<file path="src/rtl/apb_mailbox_pkg.sv">
// -----------------------------------------------------------------------------
// apb_mailbox_pkg
//   Shared definitions for the APB mailbox completer: register word indices
//   (PADDR[4:2]), bit positions inside STATUS/CTRL/INTSTAT, the bus-side FSM
//   state type and a count saturation helper.
// -----------------------------------------------------------------------------
package apb_mailbox_pkg;

    // Register word indices (PADDR[4:2])
    localparam logic [2:0] REG_TXDATA  = 3'd0;
    localparam logic [2:0] REG_RXDATA  = 3'd1;
    localparam logic [2:0] REG_STATUS  = 3'd2;
    localparam logic [2:0] REG_CTRL    = 3'd3;
    localparam logic [2:0] REG_THRESH  = 3'd4;
    localparam logic [2:0] REG_INTSTAT = 3'd5;

    // STATUS flag bits (counts live in [15:8] and [23:16])
    localparam int ST_TXFULL  = 0;
    localparam int ST_TXEMPTY = 1;
    localparam int ST_RXFULL  = 2;
    localparam int ST_RXEMPTY = 3;

    // CTRL bits
    localparam int CTRL_RX_IE    = 0;
    localparam int CTRL_TX_IE    = 1;
    localparam int CTRL_TXFLUSH  = 2;
    localparam int CTRL_RXFLUSH  = 3;

    // INTSTAT bits
    localparam int INT_TX_OVF = 0;
    localparam int INT_RX_UNF = 1;

    // Bus-side FSM. The setup phase is the IDLE cycle that sees
    // PSEL & !PENABLE; the state register then moves to ACCESS so that the
    // very next cycle (first access-phase cycle) can already complete.
    typedef enum logic {
        ST_IDLE   = 1'b0,
        ST_ACCESS = 1'b1
    } apb_state_t;

    // A full 256-entry FIFO holds 256, which does not fit the 8-bit field.
    function automatic logic [7:0] sat8(input logic [8:0] cnt);
        return cnt[8] ? 8'hFF : cnt[7:0];
    endfunction

endpackage

</file>
<file path="src/rtl/apb_mailbox_fifo.sv">
// -----------------------------------------------------------------------------
// apb_mailbox_fifo
//   Synchronous show-ahead FIFO: rdata always shows the head entry.
//   Pointers carry one extra bit so full/empty/count never alias.
//   flush has priority over push and pop in the same cycle; push while full
//   and pop while empty are ignored.
// Ports
//   clk, rst      clock, synchronous active-high reset
//   push, wdata   write request and data
//   pop           remove head entry
//   flush         empty the FIFO
//   rdata         head entry (undefined content when empty)
//   full, empty   status flags
//   count         number of stored entries (0..DEPTH)
// -----------------------------------------------------------------------------
module apb_mailbox_fifo #(
    parameter  int DATA_W = 32,
    parameter  int DEPTH  = 16,
    localparam int AW     = $clog2(DEPTH)
) (
    input  logic              clk,
    input  logic              rst,
    input  logic              push,
    input  logic [DATA_W-1:0] wdata,
    input  logic              pop,
    input  logic              flush,
    output logic [DATA_W-1:0] rdata,
    output logic              full,
    output logic              empty,
    output logic [AW:0]       count
);

    localparam logic [AW:0] PTR_ONE   = (AW+1)'(1);
    localparam logic [AW:0] DEPTH_CNT = (AW+1)'(DEPTH);

    logic [DATA_W-1:0] mem [DEPTH];
    logic [AW:0]       wr_ptr;
    logic [AW:0]       rd_ptr;
    logic              do_push;
    logic              do_pop;

    assign count   = wr_ptr - rd_ptr;
    assign full    = (count == DEPTH_CNT);
    assign empty   = (count == '0);
    assign do_push = push && !full && !flush && !rst;
    assign do_pop  = pop && !empty && !flush && !rst;

    // NOTE: sequential state is updated with non-blocking assignments so every
    // flop samples pre-edge values regardless of block ordering.
    always_ff @(posedge clk) begin
        if (rst || flush) begin
            wr_ptr <= '0;
            rd_ptr <= '0;
        end else begin
            if (do_push) wr_ptr <= wr_ptr + PTR_ONE;
            if (do_pop)  rd_ptr <= rd_ptr + PTR_ONE;
        end
    end

    // NOTE: the storage array has no reset; empty/count come from the
    // pointers, so stale contents are never observable and the array can map
    // to plain RAM.
    always_ff @(posedge clk) begin
        if (do_push) mem[wr_ptr[AW-1:0]] <= wdata;
    end

    assign rdata = mem[rd_ptr[AW-1:0]];

endmodule

</file>
<file path="src/rtl/apb_mailbox_slave.sv">
// -----------------------------------------------------------------------------
// apb_mailbox_slave
//   APB3 completer with a TX FIFO (APB writes -> local valid/ready consumer)
//   and an RX FIFO (local producer -> APB reads), plus a registered level IRQ
//   built from FIFO thresholds and sticky error flags.
//   Only PADDR[4:2] is decoded; index 6 and 7 are unmapped.
// Build option
//   APB_MAILBOX_SLVERR_EN  when defined, PSLVERR flags TXDATA write while full,
//                          RXDATA read while empty, and unmapped accesses.
//                          When undefined PSLVERR is tied low.
// Ports
//   PCLK, PRESET           clock, synchronous active-high reset
//   PSEL..PWDATA           APB3 request
//   PRDATA, PREADY, PSLVERR APB3 response
//   TX_DATA/VALID/READY    TX FIFO head towards the local consumer
//   RX_DATA/VALID/READY    local producer into the RX FIFO
//   IRQ                    registered level interrupt
// -----------------------------------------------------------------------------
module apb_mailbox_slave
    import apb_mailbox_pkg::*;
#(
    parameter int DATA_W      = 32,
    parameter int DEPTH       = 16,
    parameter int ADDR_W      = 8,
    parameter int WAIT_STATES = 0
) (
    input  logic              PCLK,
    input  logic              PRESET,
    input  logic              PSEL,
    input  logic              PENABLE,
    input  logic              PWRITE,
    input  logic [ADDR_W-1:0] PADDR,
    input  logic [DATA_W-1:0] PWDATA,
    output logic [DATA_W-1:0] PRDATA,
    output logic              PREADY,
    output logic              PSLVERR,
    output logic [DATA_W-1:0] TX_DATA,
    output logic              TX_VALID,
    input  logic              TX_READY,
    input  logic [DATA_W-1:0] RX_DATA,
    input  logic              RX_VALID,
    output logic              RX_READY,
    output logic              IRQ
);

    localparam int         AW        = $clog2(DEPTH);
    localparam logic [3:0] WAIT_INIT = 4'(WAIT_STATES);

    apb_state_t state, next_state;
    logic [3:0] wait_cnt, next_wait_cnt;

    logic [2:0] reg_idx;
    logic       complete, wr_en, rd_en;
    logic       tx_push_req, tx_ovf_evt, rx_pop_req, rx_unf_evt;

    logic              rx_ie, tx_ie, tx_flush, rx_flush;
    logic [7:0]        rx_th, tx_th;
    logic              tx_ovf, rx_unf;
    logic              irq_q, irq_next;

    logic [DATA_W-1:0] tx_head, rx_head, rdata_mux;
    logic              tx_full, tx_empty, rx_full, rx_empty;
    logic [AW:0]       tx_count, rx_count;
    logic [8:0]        tx_cnt9, rx_cnt9;

    logic unused_paddr;
    assign unused_paddr = ^{PADDR[ADDR_W-1:5], PADDR[1:0]};

    // ---------------- bus FSM ----------------
    always_ff @(posedge PCLK) begin
        if (PRESET) begin
            state    <= ST_IDLE;
            wait_cnt <= '0;
        end else begin
            state    <= next_state;
            wait_cnt <= next_wait_cnt;
        end
    end

    // NOTE: every output of this block gets a default before the case so no
    // path leaves a variable unassigned (which would infer a latch).
    always_comb begin
        next_state    = state;
        next_wait_cnt = wait_cnt;
        case (state)
            ST_IDLE: begin
                if (PSEL && !PENABLE) begin
                    next_state    = ST_ACCESS;
                    next_wait_cnt = WAIT_INIT;
                end
            end
            ST_ACCESS: begin
                // PSEL dropping aborts; counter at zero means this cycle completes.
                if (!PSEL || wait_cnt == '0) next_state = ST_IDLE;
                else                         next_wait_cnt = wait_cnt - 4'd1;
            end
            default: next_state = ST_IDLE;
        endcase
    end

    assign PREADY   = (WAIT_STATES == 0) ? 1'b1
                    : (!PRESET && state == ST_ACCESS && wait_cnt == '0);
    // Reset wins over an in-flight access: no side effect on the reset cycle.
    assign complete = !PRESET && PSEL && PENABLE && PREADY && (state == ST_ACCESS);
    assign wr_en    = complete && PWRITE;
    assign rd_en    = complete && !PWRITE;
    assign reg_idx  = PADDR[4:2];

    assign tx_push_req = wr_en && (reg_idx == REG_TXDATA);
    assign tx_ovf_evt  = tx_push_req && tx_full;
    assign rx_pop_req  = rd_en && (reg_idx == REG_RXDATA);
    assign rx_unf_evt  = rx_pop_req && rx_empty;

    // ---------------- FIFOs ----------------
    apb_mailbox_fifo #(.DATA_W(DATA_W), .DEPTH(DEPTH)) u_tx_fifo (
        .clk   (PCLK),
        .rst   (PRESET),
        .push  (tx_push_req),
        .wdata (PWDATA),
        .pop   (TX_VALID && TX_READY),
        .flush (tx_flush),
        .rdata (tx_head),
        .full  (tx_full),
        .empty (tx_empty),
        .count (tx_count)
    );

    apb_mailbox_fifo #(.DATA_W(DATA_W), .DEPTH(DEPTH)) u_rx_fifo (
        .clk   (PCLK),
        .rst   (PRESET),
        .push  (RX_VALID && RX_READY),
        .wdata (RX_DATA),
        .pop   (rx_pop_req),
        .flush (rx_flush),
        .rdata (rx_head),
        .full  (rx_full),
        .empty (rx_empty),
        .count (rx_count)
    );

    assign TX_DATA  = tx_head;
    assign TX_VALID = !tx_empty && !PRESET;
    assign RX_READY = !rx_full || PRESET;
    assign tx_cnt9  = 9'(tx_count);
    assign rx_cnt9  = 9'(rx_count);

    // ---------------- control / status registers ----------------
    assign irq_next = (rx_ie && rx_th != 8'd0 && rx_cnt9 >= {1'b0, rx_th})
                    || (tx_ie && tx_cnt9 <= {1'b0, tx_th})
                    || tx_ovf || rx_unf;

    always_ff @(posedge PCLK) begin
        if (PRESET) begin
            rx_ie    <= 1'b0;
            tx_ie    <= 1'b0;
            tx_flush <= 1'b0;
            rx_flush <= 1'b0;
            rx_th    <= '0;
            tx_th    <= '0;
            tx_ovf   <= 1'b0;
            rx_unf   <= 1'b0;
            irq_q    <= 1'b0;
        end else begin
            // Flush bits are one-cycle pulses unless rewritten this cycle.
            tx_flush <= 1'b0;
            rx_flush <= 1'b0;
            if (wr_en && reg_idx == REG_CTRL) begin
                rx_ie    <= PWDATA[CTRL_RX_IE];
                tx_ie    <= PWDATA[CTRL_TX_IE];
                tx_flush <= PWDATA[CTRL_TXFLUSH];
                rx_flush <= PWDATA[CTRL_RXFLUSH];
            end
            if (wr_en && reg_idx == REG_THRESH) begin
                rx_th <= PWDATA[7:0];
                tx_th <= PWDATA[15:8];
            end
            if (tx_ovf_evt)
                tx_ovf <= 1'b1;
            else if (wr_en && reg_idx == REG_INTSTAT && PWDATA[INT_TX_OVF])
                tx_ovf <= 1'b0;
            if (rx_unf_evt)
                rx_unf <= 1'b1;
            else if (wr_en && reg_idx == REG_INTSTAT && PWDATA[INT_RX_UNF])
                rx_unf <= 1'b0;
            irq_q <= irq_next;
        end
    end

    assign IRQ = irq_q;

    // ---------------- read path ----------------
    always_comb begin
        rdata_mux = '0;
        case (reg_idx)
            REG_RXDATA: if (!rx_empty) rdata_mux = rx_head;
            REG_STATUS: begin
                rdata_mux[ST_TXFULL]  = tx_full;
                rdata_mux[ST_TXEMPTY] = tx_empty;
                rdata_mux[ST_RXFULL]  = rx_full;
                rdata_mux[ST_RXEMPTY] = rx_empty;
                rdata_mux[15:8]       = sat8(tx_cnt9);
                rdata_mux[23:16]      = sat8(rx_cnt9);
            end
            REG_CTRL: begin
                rdata_mux[CTRL_RX_IE]   = rx_ie;
                rdata_mux[CTRL_TX_IE]   = tx_ie;
                rdata_mux[CTRL_TXFLUSH] = tx_flush;
                rdata_mux[CTRL_RXFLUSH] = rx_flush;
            end
            REG_THRESH: begin
                rdata_mux[7:0]  = rx_th;
                rdata_mux[15:8] = tx_th;
            end
            REG_INTSTAT: begin
                rdata_mux[INT_TX_OVF] = tx_ovf;
                rdata_mux[INT_RX_UNF] = rx_unf;
            end
            default: rdata_mux = '0;
        endcase
    end

    assign PRDATA = rd_en ? rdata_mux : '0;

`ifdef APB_MAILBOX_SLVERR_EN
    logic unmapped;
    assign unmapped = (reg_idx > REG_INTSTAT);
    assign PSLVERR  = tx_ovf_evt || rx_unf_evt || (complete && unmapped);
`else
    assign PSLVERR  = 1'b0;
`endif

endmodule

</file>
<file path="config.mk">
export PLATFORM = sky130hd
export DESIGN_NAME = apb_mailbox_slave
export DESIGN_NICKNAME = d
export VERILOG_FILES = /design/src/rtl/apb_mailbox_pkg.sv /design/src/rtl/apb_mailbox_fifo.sv /design/src/rtl/apb_mailbox_slave.sv
export SDC_FILE = /design/constraint.sdc
export NUM_CORES = 1
export LEC_CHECK = 0
export ABC_CLOCK_PERIOD_IN_PS = 6430
export CORE_MARGIN = 2
export CORE_UTILIZATION = 35
export CTS_CLUSTER_SIZE = 16
export DETAILED_ROUTE_END_ITERATION = 12
export GPL_TIMING_DRIVEN = 1
export HOLD_SLACK_MARGIN = 0.15
export PLACE_DENSITY = 0.5
export SETUP_SLACK_MARGIN = 0.05
export SYNTH_ARGS = -nofsm -noshare
export SYNTH_HDL_FRONTEND = slang
export SYNTH_SLANG_ARGS = --single-unit
</file>
<file path="constraint.sdc">
create_clock -name PCLK -period 6.43 [get_ports PCLK]
set_input_delay 0.643 -clock PCLK [delete_from_list [all_inputs] [get_ports PCLK]]
set_output_delay 0.643 -clock PCLK [all_outputs]
set_load 0.05 [all_outputs]
</file>
# [After elaboration in Yosys (flattened, before gate mapping)]
# Memory sizes are Yosys's and may differ from the RTL's. A register that Yosys moved wholly into a read port is not among the register bits.
# Index checks and enable logic that the tools add are counted.
[totals] register_bits=48 mem_bits_rw=1024 in_bits=79 output_inout_bits=69 word_cells=122 n_memories=2
[op_classes] addsub=7 order_cmp=2 n_eq_ne=9 muxes=26 bitwise_logic=2 reduce_logical=59
[memory_table] memory="u_rx_fifo.mem" depth=16 word_bits=32 read_ports=1 rd_clocked_by_memory_dff=1 write_ports=1 line="apb_mailbox_fifo.sv:36" text="logic [DATA_W-1:0] mem [DEPTH];"
[memory_table] memory="u_tx_fifo.mem" depth=16 word_bits=32 read_ports=1 rd_clocked_by_memory_dff=1 write_ports=1 line="apb_mailbox_fifo.sv:36"
[op_table] op="32-bit 2-to-1 mux" count=2
[op_table] op="1-bit logical AND" count=33
[op_table] op="4-bit 2-to-1 mux" count=6
[op_table] op="8-bit one-hot mux with 3 select lines" count=1
[op_table] op="5-bit by 1-bit adder with 5-bit output (second input constant)" count=4
[op_table] op="4-bit one-hot mux with 2 select lines" count=2
[op_table] op="8-bit one-hot mux with 2 select lines" count=1
[op_table] op="5-bit equality test (second input constant)" count=2
[op_table] op="1-bit logical NOT" count=10
[op_table] op="5-bit logical NOT" count=2
[op_table] op="1-bit 2-to-1 mux" count=10
[op_table] op="2-bit one-hot mux with 5 select lines" count=1
[op_table] op="5-bit subtractor" count=2
[op_table] op="5-bit by 8-bit >= comparator with 1-bit output" count=1
[op_table] op="5-bit by 8-bit <= comparator with 1-bit output" count=1
[op_table] op="8-bit 2-to-1 mux" count=1
[op_table] op="2-bit one-hot mux with 4 select lines" count=1
[op_table] op="8-bit nonzero test" count=1
[op_table] op="1-bit logical OR" count=7
[op_table] op="3-bit by 2-bit equality test with 1-bit output (second input constant)" count=2
[op_table] op="3-bit equality test (second input constant)" count=2
[op_table] op="4-bit logical NOT" count=1
[op_table] op="2-bit != test (second input constant)" count=2
[op_table] op="2-bit nonzero test" count=2
[op_table] op="7 further kinds" count=8

# [Longest topological paths before layout]
[depth] word_depth=11 depth_mapped=14 ltp_nobuf=13

# [By module]
# From an unflattened synthesis, not the netlist that was laid out.
[hier_totals] cells_unflattened=1903 area_unflattened_um2=42151.7
[modules_own_cells] module="apb_mailbox_fifo (u_tx_fifo)" instances=1 cells_each=827 area_each_um2=20101.8 seq_area_each_um2=15655.0
[modules_own_cells] module="apb_mailbox_fifo (u_rx_fifo)" instances=1 cells_each=827 area_each_um2=20083.0 seq_area_each_um2=15655.0
[modules_own_cells] module="apb_mailbox_slave" instances=1 cells_each=249 area_each_um2=1966.9 seq_area_each_um2=560.5

# [Worst setup path after synthesis]
# No wires, ideal clock.
[synth_path] path_kind="register to register" start="register u_rx_fifo.wr_ptr[0]" end="memory u_rx_fifo.mem[0][0] (enable)" setup_ns=0.461 arrival_ns=4.399 required_time_ns=5.969 path_slack_ns=1.570 path_stages_with_launch=12 n_path_buf=1 synth_period_minus_slack_ns=4.860 cell_sequence="dfxtp_1 > inv_1 > ha_1 > inv_1 > fa_1 > xor2_1 > and4b_1 > o22ai_1 > and2_1 > clkbuf_1 > nand2_1 > nor3_1"
[synth_between] elab_chain_len=10
[synth_rtl] item="start, declared" line="apb_mailbox_fifo.sv:37" text="logic [AW:0] wr_ptr;"
[synth_rtl] item="start signal, assigned" line="apb_mailbox_fifo.sv:55" text="if (do_push) wr_ptr <= wr_ptr + PTR_ONE;"
[synth_rtl] item="5-bit subtractor" line="apb_mailbox_fifo.sv:42" text="assign count = wr_ptr - rd_ptr;"
[synth_rtl] item="5-bit equality test" line="apb_mailbox_fifo.sv:43" text="assign full = (count == DEPTH_CNT);"
[synth_rtl] item="1-bit logical NOT" line="apb_mailbox_fifo.sv:45, apb_mailbox_slave.sv:143"
[synth_rtl] item="1-bit logical OR" line="apb_mailbox_slave.sv:143" text="assign RX_READY = !rx_full || PRESET;"
[synth_rtl] item="1-bit logical AND" line="apb_mailbox_slave.sv:131" text=".push (RX_VALID && RX_READY),"
[synth_rtl] item="1-bit logical AND (3 in series)" line="apb_mailbox_fifo.sv:45" text="assign do_push = push && !full && !flush && !rst;"
[synth_rtl] item="1-bit 2-to-1 mux" line="apb_mailbox_fifo.sv:64" text="if (do_push) mem[wr_ptr[AW-1:0]] <= wdata;"
[synth_rtl] item="1-bit 2-to-1 mux (implied by the code)" line="apb_mailbox_fifo.sv:64"
[synth_rtl] item="end, declared" line="apb_mailbox_fifo.sv:36"
# Several ways; a longest one is shown, not always the timed one.

# [Worst setup path in the final report]
[layout_path] start="register u_rx_fifo.wr_ptr[0]" end="output port PRDATA[8]"
[layout_between] elab_chain_len=5
[layout_rtl] item="5-bit subtractor" line="apb_mailbox_fifo.sv:42"
[layout_rtl] item="5-bit logical NOT" line="apb_mailbox_fifo.sv:44" text="assign empty = (count == '0);"
[layout_rtl] item="32-bit 2-to-1 mux" line="apb_mailbox_slave.sv:195" text="REG_RXDATA: if (!rx_empty) rdata_mux = rx_head;"
[layout_rtl] item="8-bit one-hot mux with 3 select lines" line="apb_mailbox_slave.sv:194" text="case (reg_idx)"
[layout_rtl] item="32-bit 2-to-1 mux" line="apb_mailbox_slave.sv:222" text="assign PRDATA = rd_en ? rdata_mux : '0;"
[layout_rtl] item="end, declared" line="apb_mailbox_slave.sv:34" text="output logic [DATA_W-1:0] PRDATA,"
# No other way between the ends.

==> metrics.md <==
| Metric | Value |
|---|---|
| Reg2Reg Capture Point | `u_rx_fifo.mem[3][11]` |
| Number of synthesis warnings | `0` |
| Share of final-layout standard cells stronger than drive strength 1 | `24.4%` |
| Maximum fanout encountered on the critical timing path | `21` |
| Areal power density over the cells | `327 nW/µm²` |
| Tightest Pin Transition | `1.05 ns` |
| Worst-skew pair later-pin latency | `0.72 ns` |
| Max Cap Violations | `0` |
| Final Hold Viols | `0` |
| Sw power | `3.87 mW` |
| GR Overflow Total | `0` |
| Worst-case setup margin in the final layout | `0.733 ns` |
| Arrival time of data at the critical path endpoint | `5.05 ns` |
| Vias in the first global route | `21,200` |
| Maximum vdd ir drop | `0.000225 V` |
| Final max-slew violation count | `0` |
| Crit path largest cell delay | `0.95 ns` |
| Final GP Congestion | `0.810` |
| Post-route DRC | `0` |
| Most numerous cell on the critical path | `sky130_fd_sc_hd__inv_1` |
| Number of antenna violations at the first check in global routing | `8` |
| Initial standard-cell utilization of the core | `35.2%` |
| Cells on worst reg2reg path | `10` |
| Register-to-register setup slack | `1.89 ns` |
| Worst max-slew margin expressed relative to the limit | `29.9%` |
| Required time reported for the critical path endpoint | `5.79 ns` |
| Footprint of the multi-input gates | `9860 µm²` |
| Maximum clock path buffer count | `3` |
| Type of the setup path with the least slack | `flop to primary output` |
| Clock root cell | `sky130_fd_sc_hd__clkbuf_16` |
| Result of the run | `finished clean` |
| Initial DRT Pass Iterations | `5` |
| # hold bufs at CTS | `0` |
| Minimum clock period after layout | `5.70 ns` |
| Via count normalized by instance count | `5.24` |
| Number of cells on the worst hold path | `2` |
| Total routing resource utilization after global routing | `16.8%` |
| Most common library cell in the layout ignoring fill and taps | `sky130_fd_sc_hd__edfxtp_1` |
| Switching fraction of total power | `24.0%` |
| Post-synth EDFFs | `1,024` |
| Post-synth ARST share | `0%` |
| Type of the tightest min-delay check | `flop to flop` |
| Vias | `20,300` |
| Count of mapped cells out of synthesis | `1,971` |
| Largest net degree at the start of global routing | `77` |
| Vert. Die Dim | `351 µm` |
| # clock sinks | `1,080` |
| Pleak | `14.8 nW` |
| Num ports | `148` |
| Post-synthesis register bit count | `1,080` |
| Horizontal extent of the die | `351 µm` |
| Register area share after synthesis | `75.5%` |
| Worst Hold Launch | `u_rx_fifo.wr_ptr[4]` |
| Critical R2R Launch | `u_rx_fifo.wr_ptr[0]` |
| Total Die Area | `123,000 µm²` |
| Type of element capturing the critical path | `primary output` |
| Combined flip-flop and latch cell area | `31,900 µm²` |
| Avg Cell Area, Syn | `21.4 µm²` |
| Max stage delay cell, worst path | `sky130_fd_sc_hd__a222oi_1` |
| Remaining antenna violation count | `0` |
| Fill count | `10,600` |
| Clock Pin Slew Worst Setup and Hold Paths | `0.06 ns` |
| Final setup violation count | `0` |
| Port Buf Inserts | `140` |
| Top achievable clock speed | `176 MHz` |
| Layout overhead on the synthesized area | `17.1%` |
| Minimum setup slack after placement | `1.49 ns` |
| Total number of placement rows | `127` |
| End point of the most critical hold path | `u_rx_fifo.wr_ptr[4]` |
| Mapped Nets | `2,082` |
| Power share of the sequential group | `48.6%` |
| Unrepaired setup endpoints after global routing | `no` |
| Commonest cells after routing, fill and taps aside | `sky130_fd_sc_hd__edfxtp_1 (1,024), sky130_fd_sc_hd__mux4_2 (295), sky130_fd_sc_hd__clkdlybuf4s50_1 (140), sky130_fd_sc_hd__clkbuf_16 (114), sky130_fd_sc_hd__nor2_1 (52)` |
| Crit start category | `flop` |
| Number of buffers inserted to repair setup after CTS | `0` |
| Total of cells resized after clock tree synthesis | `0` |
| Cell Area, Synth | `42,200 µm²` |
| Core Region | `120,000 µm²` |
| Number of nets in the finished design | `2,286` |
| Clock tree from TritonCTS | `yes` |
| Worst-path cell chain | `inv_1 -> ha_1 -> inv_1 -> fa_1 -> xor2_1 -> or3b_2 -> o31a_1 -> a222oi_1 -> nor2_1 -> clkdlybuf4s50_1` |
| Depth of the CTS H-tree | `3` |
| Sum of negative setup slack | `0 ns` |
| Power Internal | `12.3 mW` |
| Routed length per instance | `26.7 µm` |
| Clock power frac | `39.3%` |
| Final Cycle Share | `88.6%` |
| Total wirelength of the detailed-routed design | `104,000 µm` |
| Largest clock skew in the final design | `0.0531 ns` |
| Post-synth cell types | `63` |
| Dpl hpwl | `58,700 µm` |
| Wire length of the first global-routing pass | `149,000 µm` |
| Drt initial violations | `1,710` |
| Number of clock buffers inserted by TritonCTS | `114` |
| Part of the total power dissipated in combinational logic | `12.1%` |
| Flip-flop cell with the highest count after synthesis | `sky130_fd_sc_hd__edfxtp_1` |
[worst max path at each step]
| stage | from | to | slack, ns | cells past startpoint |
|---|---|---|---|---|
| final | u_rx_fifo.wr_ptr[0] | PRDATA[8] | 0.73 | 10 |
| after global routing | u_rx_fifo.wr_ptr[2] | PRDATA[8] | 0.60 | 8 |
| after CTS | u_rx_fifo.wr_ptr[0] | PRDATA[9] | 0.74 | 10 |
| after detailed placement | u_rx_fifo.wr_ptr[0] | PRDATA[9] | 1.49 | 10 |
| after global placement | u_rx_fifo.wr_ptr[0] | PRDATA[12] | 1.56 | 10 |
| after floorplan | u_rx_fifo.wr_ptr[0] | u_rx_fifo.mem[0][0] | 1.57 | 11 |
[registers in the layout (all words and copies together), names as in the netlist, 4 cells and up, named ones only]
name	count
rx_th	8
u_tx_fifo.wr_ptr	5
u_tx_fifo.rd_ptr	5
tx_th	8
u_rx_fifo.mem	512
u_tx_fifo.mem	512
u_rx_fifo.rd_ptr	5
wait_cnt	4
u_rx_fifo.wr_ptr	5
[cells in the mapped netlist (all sizes together), types with 2 or more instances]
master  instances  area [µm²]
conb            2        7.51
and2            5        31.3
o22ai           2        12.5
fa              2        40.0
a222oi          7        70.1
edfxtp       1024       30700
ha             30         375
nand3          26         130
nand3b          5        37.5
buf            48         282
a21o            4        30.0
o31ai           2        28.8
nor3b           4        30.0
mux2i          35         350
a211oi         39         293
nor2           65         244
o41ai           2        17.5
o211ai          2        15.0
a21oi          49         245
nor4            2        12.5
inv            31         116
o21ai          15        75.1
and3           14        87.6
dfxtp          56        1120
a221oi          2        17.5
or3b            2        17.5
nand2b          7        43.8
nand2          38         143
nor2b          33         206
nand4           3        18.8
a22oi          12        90.1
xnor2           5        43.8
a21boi          2        18.8
xor2            7        61.3
clkbuf         56         211
mux4          295        6640
or3             7        43.8
or2             3        18.8
nor3            9        45.0
o21a            4        30.0
[area by class of cell]
| class | count | area share (%) |
|---|---|---|
| Multi-Input combinational cell | 756 | 20.0 |
| Antenna cell | 1 | 0.00507 |
| Clock inverter | 58 | 1.16 |
| Sequential cell | 1080 | 64.6 |
| Timing Repair Buffer | 192 | 3.81 |
| Tap cell | 1612 | 4.08 |
| Inverter | 31 | 0.236 |
| Clock buffer | 150 | 6.17 |
[kinds of logic after synthesis]
kind of cell             after synthesis  share of synthesized area [%]
flip-flops                          1080                           75.5
AO/OA/AOI/OAI                        151                           2.43
AND/OR/NAND/NOR                      229                           2.76
other                                  2                         0.0178
multiplexers                         330                           16.6
XOR/XNOR                              12                          0.249
adder cells (fa/ha/maj)               32                          0.985
buffers and inverters                135                           1.44
[through the flow]
stage | utilization (%) | instances | area [µm²] | power [mW] | hold WS [ns]
final | 41.2 | 3880 | 49400 | 16.2 | 0.495
after global routing | 41.2 | 3879 | 49400 | 16.7 | 0.521
after CTS | 41.2 | 3879 | 49400 | 16.4 | 0.494
after detailed placement | 38.2 | 3671 | 45800 | 9.99 | 0.479
after global placement | 38.2 | 3671 | 45800 | 9.96 | 0.474
after floorplan | - | 1971 | 42200 | 9.33 | 0.446
[power by group through the flow]
stage	clock network, mW	logic (mW)	registers (mW)
floorplan	0	1.45	7.88
global placement	0	1.96	8.00
detailed placement	0	1.98	8.01
CTS	6.51	1.99	7.86
global route	6.77	2.08	7.86
finish	6.35	1.95	7.85
[critical path: cells and delay by family (launching register included)]
family | cells | cell delay, ns
buffers and inverters | 3 | 0.95
DFF | 1 | 0.36
and+or+nand+nor | 2 | 0.68
xor gates and xnor gates | 1 | 0.25
adders and majority gates | 2 | 0.59
AOI/OAI and AO/OA | 2 | 1.55
[per-layer routing]
metal | share of wire (%) | vias up | GRT usage (%)
li1 | - | 8662 | -
met1 | 43 | 11000 | 22.9
met2 | 49 | 568 | 28.1
met3 | 5.3 | 159 | 2.83
met4 | 2.1 | 10 | 4.32
met5 | 0.069 | - | 0
Power figures use the tool's default switching activity.
